`src/rtl/lynx_pkg.sv`:
```
// Shared types and default timing for the Lynx CPU/video RAM arbitration.
package lynx_pkg;

  typedef enum logic {
    ARB_CPU = 1'b0,
    ARB_VID = 1'b1
  } arb_state_t;

  localparam int LYNX_DIV    = 8;
  localparam int LYNX_VLEN   = 2;
  localparam int LYNX_MINCPU = 4;

  // Counter width for values 0..n-1, never narrower than one bit.
  function automatic int cnt_width(input int n);
    return (n > 1) ? $clog2(n) : 1;
  endfunction

endpackage

```
`src/rtl/ce_divider.sv`:
```
// Freezable T-state divider producing the Z80 cep/cen clock enables.
module ce_divider
  import lynx_pkg::*;
#(
  parameter int DIV = LYNX_DIV
) (
  input  logic clock,
  input  logic reset,
  input  logic hold,
  output logic cep,
  output logic cen
);

  localparam int CW = cnt_width(DIV);

  logic [CW-1:0] cnt_q, cnt_d;

  always_comb begin
    cnt_d = cnt_q;
    if (!hold) begin
      cnt_d = (cnt_q == CW'(DIV - 1)) ? '0 : cnt_q + CW'(1);
    end
  end

  always_ff @(posedge clock or negedge reset) begin
    if (!reset) begin
      cnt_q <= '0;
    end else begin
      cnt_q <= cnt_d;
    end
  end

  // A frozen divider suppresses the enable, so a pending edge waits out the slot.
  assign cep = !hold && (cnt_q == CW'(DIV - 1));
  assign cen = !hold && (cnt_q == CW'(DIV / 2 - 1));

endmodule

```
`src/rtl/cpu_ram_arbiter.sv`:
```
// Shares the RAM port between the Z80 and the video fetcher; video slots
// freeze the CPU clock enables so the CPU only sees a longer T-state.
//
// state   | meaning
// ARB_CPU | CPU drives RAM, divider runs, guard refills toward MINCPU
// ARB_VID | video slot of VLEN clocks, divider frozen, RAM writes blocked
module cpu_ram_arbiter
  import lynx_pkg::*;
#(
  parameter int DIV    = LYNX_DIV,
  parameter int VLEN   = LYNX_VLEN,
  parameter int MINCPU = LYNX_MINCPU
) (
  input  logic        clock,
  input  logic        reset,
  input  logic        mreq,
  input  logic        wr,
  input  logic [15:0] a,
  input  logic        vreq,
  input  logic [15:0] vaddr,
  output logic        cep,
  output logic        cen,
  output logic        vack,
  output logic [15:0] ram_a,
  output logic        ram_we,
  output logic        stall
);

  localparam int VW = cnt_width(VLEN);
  localparam int GW = cnt_width(MINCPU + 1);

  arb_state_t    state_q, state_d;
  logic [GW-1:0] guard_q, guard_d, guard_inc;
  logic [VW-1:0] vcnt_q, vcnt_d;
  logic          vack_q, vack_d;
  logic [15:0]   ram_a_q, ram_a_d;
  logic          ram_we_q, ram_we_d;

  ce_divider #(.DIV(DIV)) u_div (
    .clock (clock),
    .reset (reset),
    .hold  (state_q == ARB_VID),
    .cep   (cep),
    .cen   (cen)
  );

  always_comb begin
    state_d   = state_q;
    guard_d   = guard_q;
    vcnt_d    = vcnt_q;
    vack_d    = 1'b0;
    // guard counts the current CPU clock too, so MINCPU CPU clocks separate slots
    guard_inc = (guard_q == GW'(MINCPU)) ? guard_q : guard_q + GW'(1);
    unique case (state_q)
      ARB_CPU: begin
        if (vreq && (guard_inc == GW'(MINCPU))) begin
          state_d = ARB_VID;
          guard_d = '0;
          vcnt_d  = '0;
        end else begin
          guard_d = guard_inc;
        end
      end
      ARB_VID: begin
        if (vcnt_q == VW'(VLEN - 1)) begin
          state_d = ARB_CPU;
          vcnt_d  = '0;
          vack_d  = 1'b1;
        end else begin
          vcnt_d = vcnt_q + VW'(1);
        end
      end
    endcase
    ram_a_d  = (state_d == ARB_VID) ? vaddr : a;
    ram_we_d = (state_d == ARB_CPU) && !mreq && !wr;
  end

  always_ff @(posedge clock or negedge reset) begin
    if (!reset) begin
      state_q  <= ARB_CPU;
      guard_q  <= GW'(MINCPU);
      vcnt_q   <= '0;
      vack_q   <= 1'b0;
      ram_a_q  <= '0;
      ram_we_q <= 1'b0;
    end else begin
      state_q  <= state_d;
      guard_q  <= guard_d;
      vcnt_q   <= vcnt_d;
      vack_q   <= vack_d;
      ram_a_q  <= ram_a_d;
      ram_we_q <= ram_we_d;
    end
  end

  assign vack   = vack_q;
  assign ram_a  = ram_a_q;
  assign ram_we = ram_we_q;
  assign stall  = (state_q == ARB_VID);

endmodule

```
`config.mk`:
```
export PLATFORM = sky130hd
export DESIGN_NAME = cpu_ram_arbiter
export DESIGN_NICKNAME = d
export VERILOG_FILES = /design/src/rtl/lynx_pkg.sv /design/src/rtl/ce_divider.sv /design/src/rtl/cpu_ram_arbiter.sv
export SDC_FILE = /design/constraint.sdc
export NUM_CORES = 1
export LEC_CHECK = 0
export BUFFER_PORTS_ARGS = -buffer_cell sky130_fd_sc_hd__buf_2
export CORE_ASPECT_RATIO = 0.8
export CORE_MARGIN = 8
export CORE_UTILIZATION = 52
export CTS_CLUSTER_DIAMETER = 150
export CTS_CLUSTER_SIZE = 16
export DETAILED_ROUTE_END_ITERATION = 6
export MAX_ROUTING_LAYER = met4
export PLACE_DENSITY = 0.81
export SLEW_MARGIN = 25
export SYNTH_ARGS = -nofsm -noshare
export SYNTH_HDL_FRONTEND = slang
export SYNTH_SLANG_ARGS = --single-unit
```
`constraint.sdc`:
```
create_clock -name clock -period 2.9 [get_ports clock]
set_input_delay 0.435 -clock clock [delete_from_list [all_inputs] [get_ports clock]]
set_output_delay 0.435 -clock clock [all_outputs]
set_load 0.02 [all_outputs]
```
Word level (Yosys, flattened, before mapping):

Cells that the tools add are included.

* word-level logic and storage cells: 37
* register bits: 26
* input port bits: 37

* equality and inequality tests: 5
* $add $sub $neg: 3
* multiplexer cells: 12
* reductions and logical operators: 8
* bitwise gates (word level): 2

Operators with widths (number)
* $mux W16: 1
* $eq A3 B3 Y1 const B: 3
* $mux W3: 3
* $add A3 B1 Y3 const B: 2
* $mux W1: 6
* $logic_and A1 B1 Y1: 5
* $pmux W1 S2: 2
* $eq A3 B2 Y1 const B: 1
* $logic_not A1 Y1: 3
* $ne A2 B2 Y1 const B: 1
* $not A1 Y1: 2
* $add A1 B1 Y1 const B: 1

Logic depth before layout (Yosys ltp):

* word-level depth: 9
* depth in mapped cells: 7
* depth with buffers taken out: 5

Hierarchy:

From an unflattened synthesis, not the netlist that was laid out.

* cells, all modules: 103
* area, all modules: 1286.2 sq um

By module, submodules not included
* cpu_ram_arbiter: cells an instance 89, area an instance 1114.8 sq um, instances 1
* ce_divider: cells an instance 14, area an instance 171.4 sq um, instances 1

Least setup slack after synthesis:

No wires, ideal clock.

* path kind: reg2reg
* start point: reg guard_q[0]
* end point: reg ram_a_q[10] (netlist: ram_a[10])
* path slack: 912 ps
* period minus slack after synthesis: 1988 ps
* library setup time: 126 ps
* stages on the path, launching flop included: 8
* path buffers: 2
* data arrival time: 1862 ps
* cell sequence: dfrtp_1 -> inv_1 -> ha_1 -> nand2b_1 -> clkbuf_1 -> clkbuf_1 -> a221o_1 -> a221o_1

* cells in the longest elaborated chain, start to end: 7

Ends and longest elaborated chain
* start: declaration: RTL line cpu_ram_arbiter.sv:33 `logic [GW-1:0] guard_q, guard_d, guard_inc;`
* start signal: assignment: RTL line cpu_ram_arbiter.sv:81 `guard_q <= GW'(MINCPU);`
* start signal: assignment: RTL line cpu_ram_arbiter.sv:88 `guard_q <= guard_d;`
* $add A3 B1 Y3 or $eq A3 B3 Y1 (tied branches): RTL line cpu_ram_arbiter.sv:53 `guard_inc = (guard_q == GW'(MINCPU)) ? guard_q : guard_q + GW'(1);`
* $mux W3 *: RTL line cpu_ram_arbiter.sv:53
* $eq A3 B3 Y1 *: RTL line cpu_ram_arbiter.sv:56 `if (vreq && (guard_inc == GW'(MINCPU))) begin`
* $logic_and A1 B1 Y1 *: RTL line cpu_ram_arbiter.sv:56
* $mux W1 *: RTL line cpu_ram_arbiter.sv:56
* $pmux W1 S2 *: RTL line cpu_ram_arbiter.sv:54 `unique case (state_q)`
* $mux W16 *: RTL line cpu_ram_arbiter.sv:74 `ram_a_d = (state_d == ARB_VID) ? vaddr : a;`
* named net ram_a_d[10]: RTL line cpu_ram_arbiter.sv:36 `logic [15:0] ram_a_q, ram_a_d;`
* end signal: assignment: RTL line cpu_ram_arbiter.sv:91 `ram_a_q <= ram_a_d;`
* end: declaration: RTL line cpu_ram_arbiter.sv:36

Mark *: on every way through the listed nets, which the timed path passes. The rest lies on a longest branch.
A chain may end at the register's enable or synchronous reset.

Worst setup path after layout:

* start point: reg guard_q[0]
* end point: reg ram_a_q[11] (netlist: ram_a[11])

Same word-level chain as after synthesis.

==> run_results.csv <==
group,metric,value,unit
outcome,status,"finished clean",
logic_synthesis,synth_area_leader_cell,"dfrtp_1",
global_routing,antenna_found_initial,0,
setup_path,worstPathArrival,2.49,ns
setup_path,slowest_delay,0.73,ns
clock_tree,h-tree-depth,1,
clock_tree,clkTransAtPathRegs,0.09,ns
logic_synthesis,netlist_area,0.00155,mm2
timing,max_freq,0.437,GHz
setup_path,path_class,"flop to flop",
hold_path,hold_path.class,"input port to async pin",
drt,wl_per_cell,16.0,um
logic_synthesis,synth.most_common_cell,"a221o_1",
setup_path,worst_setup_path_start_kind,"flop",
timing,period_needed,2.29,ns
run,drv_cap,0,
logic_synthesis,synth_edf_count,0,
drt,dr.first_iter.drc_count,97,
logic_synthesis,yosys-top-cells-count,"a221o_1, dfrtp_1, nor2b_1",
clock_tree,cts_tree,"built",
clock_tree,ctsResizeCount,0,
place,place.gp.congestion,0.793,
place,pre_cts_ws,0.617,ns
clock_tree,cts_root_buf,"clkbuf_8",
power_and_ir_drop,p_per_area,1070,mW/mm2
logic_synthesis,synth_area_leaders,"dfrtp_1, a221o_1, nor2b_1",
drt,via_per_inst,6.02,
setup_path,crit_chain,"inv_1, ha_1, nand2b_1, buf_4, a311oi_4, a221o_1",
timing,hold_violations,0,
drt,drtAntennaViolNets,0,
finish,layout.nets,235,
finish,drive_gt1_frac,0.359,
finish,fill_cells,220,
power_and_ir_drop,peakVddDrop,0.000756,V
power_and_ir_drop,p_leak,0.947,nW
setup_path,setup.worst_path.end_class,"flop",
timing,fin_setup_tns,0,ns
place,dpl.hpwl,2800,um
timing,period_share,0.788,
drt,route.vias.total,1385,
logic_synthesis,synth_async_sr_flop_share,1.00,
clock_tree,cts_sinks,26,
drt,drcViolationCount,0,
place,portBuffers,57,
finish,fin_util,0.678,
timing,setup_viol,0,
finish,diodes,0,
setup_path,critPathRequiredTime,3.11,ns
floorplan,die_h,64.9,um
timing,rsz0062_at_grt,"false",
logic_synthesis,synthFlopType,"dfrtp_1",
floorplan,num_rows,17,
timing,worst_slew_margin_rel,0.474,
finish,area_growth,22.6,%
drt,routed_wirelength,3690,um
global_routing,grt_overflow,0,
logic_synthesis,synth.top_cell.area_share,0.403,
logic_synthesis,synth_seq_cells,26,
floorplan,dieArea,0.00500,mm2
logic_synthesis,ys_warn_count,0,
timing,finalMaxSlewViolations,0,
global_routing,grt_pass1_wl,6090,um
logic_synthesis,synth_fp_nets,183,
logic_synthesis,avgSynthCellArea,11.0,um2
timing,worst_slack,0.614,ns
clock_tree,ctsLongestPathBuffers,2,
floorplan,start_util,0.553,
floorplan,die_w,77.1,um
clock_tree,cts_setup_buffers,0,
global_routing,grt_pass1_vias,1456,
power_and_ir_drop,power,2.03,mW
logic_synthesis,ys_types,29,
floorplan,core,0.00281,mm2
finish,design_area,0.00190,mm2
logic_synthesis,ys_seq_area_frac,0.420,
drt,first_pass_iters,4,
timing,tightestPinTransition,0.789,ns
clock_tree,cts_hold_buf,0,
setup_path,cp_max_fo,19,
clock_tree,clk_latency,0.27,ns
global_routing,grt_util_all_layers,0.148,
floorplan,ios,58,
logic_synthesis,synth_cells,141,
global_routing,grt_max_degree,35,
timing,finClkSkew,0.00129,ns
clock_tree,cts_made_buffers,3,
place,postPlaceCellArea,0.00183,mm2
setup_path,critPathSlowestCell,"a311oi_4",
## path summary, 6_finish.rpt
path / cells after the start / from / end / slack, ns
min in group clock: 2 / mreq / ram_we / 0.32
max in group asynchronous: 1 / reset / guard_q[2] / 2.39
hold reg to reg: 2 / u_div.cnt_q[1] / u_div.cnt_q[1] / 0.51
setup / recovery: 6 / guard_q[0] / ram_a[11] / 0.61
hold / removal: 1 / reset / u_div.cnt_q[2] / 0.14
setup reg to reg: 6 / guard_q[0] / ram_a[11] / 0.61
## placed cells by master (no fill, tap or decap)
master and instances:
and2_1 1, nor4_1 1, bufinv_16 1, a311oi_4 1, and4b_1 1, o221a_2 1, o21bai_1 1, and3_1 16
nor2b_1 20, dfstp_2 1, ha_1 5, xnor2_1 1, buf_4 3, inv_1 3, o21ai_0 3, a21oi_1 1
dfrtp_1 25, nand2_1 2, a2bb2oi_1 1, nand4bb_2 1, a21o_1 1, a221o_1 32, a31oi_1 1, clkbuf_8 3
mux2_2 1, or2_1 1, nand2b_1 3, buf_2 57, nand3b_1 3, nor3_1 1
## state kept, by name (all words and copies together) (netlist names)
signal       count
ram_we           1
ram_a           16
u_div.cnt_q      3
vack             1
vcnt_q           1
stall            1
guard_q          3
## metal layers
metal,share of wire,vias up,GRT usage,routed length (um)
met1,0.39,688,0.133,1430
met2,0.53,38,0.284,1950
li1,-,655,-,-
met4,0.0092,0,0.0493,34
met3,0.073,4,0.0551,269
met5,0,-,-,0
## logic make-up after synthesis
logic type | after synthesis | synth area share
buffers and inverters | 16 | 0.0556
flip-flops | 26 | 0.420
multiplexers | 1 | 0.00725
adder cells (fa/ha/maj) | 5 | 0.0403
XOR/XNOR | 1 | 0.00564
AND/OR/NAND/NOR | 50 | 0.209
AO/OA/AOI/OAI | 42 | 0.263
## per-stage QoR
| step | instances | hold slack [ns] |
|---|---|---|
| 5_1_grt | 230 | 0.189 |
| 3_5_place_dp | 226 | 0.458 |
| 3_3_place_gp | 226 | 0.449 |
| 4_1_cts | 230 | 0.156 |
| 6_report | 230 | 0.142 |
| 2_1_floorplan | 141 | 0.139 |
## worst max-delay path: cells and delay by family, from the launching register on
kind / cells / cell delay [ns]
compound gates: 2 / 1.01
flops: 1 / 0.46
simple gates: 1 / 0.14
fa+ha+maj: 1 / 0.31
buf+inv: 2 / 0.30
## report_power, final
part           switching (mW)  internal (mW)
combinational           0.596          0.481
sequential              0.113          0.543
clock                   0.114          0.185
## layout make-up
class,instances,area (um2),share of cell area
tap,38,47.5,0.0250
timing repair buffer,60,308,0.162
clock inverter,1,30.0,0.0158
sequential,26,652,0.342
clock buffer,3,41.3,0.0217
multi-input combinational,99,815,0.428
inverter,3,11.3,0.00591
(Power assumes the default switching activity.)
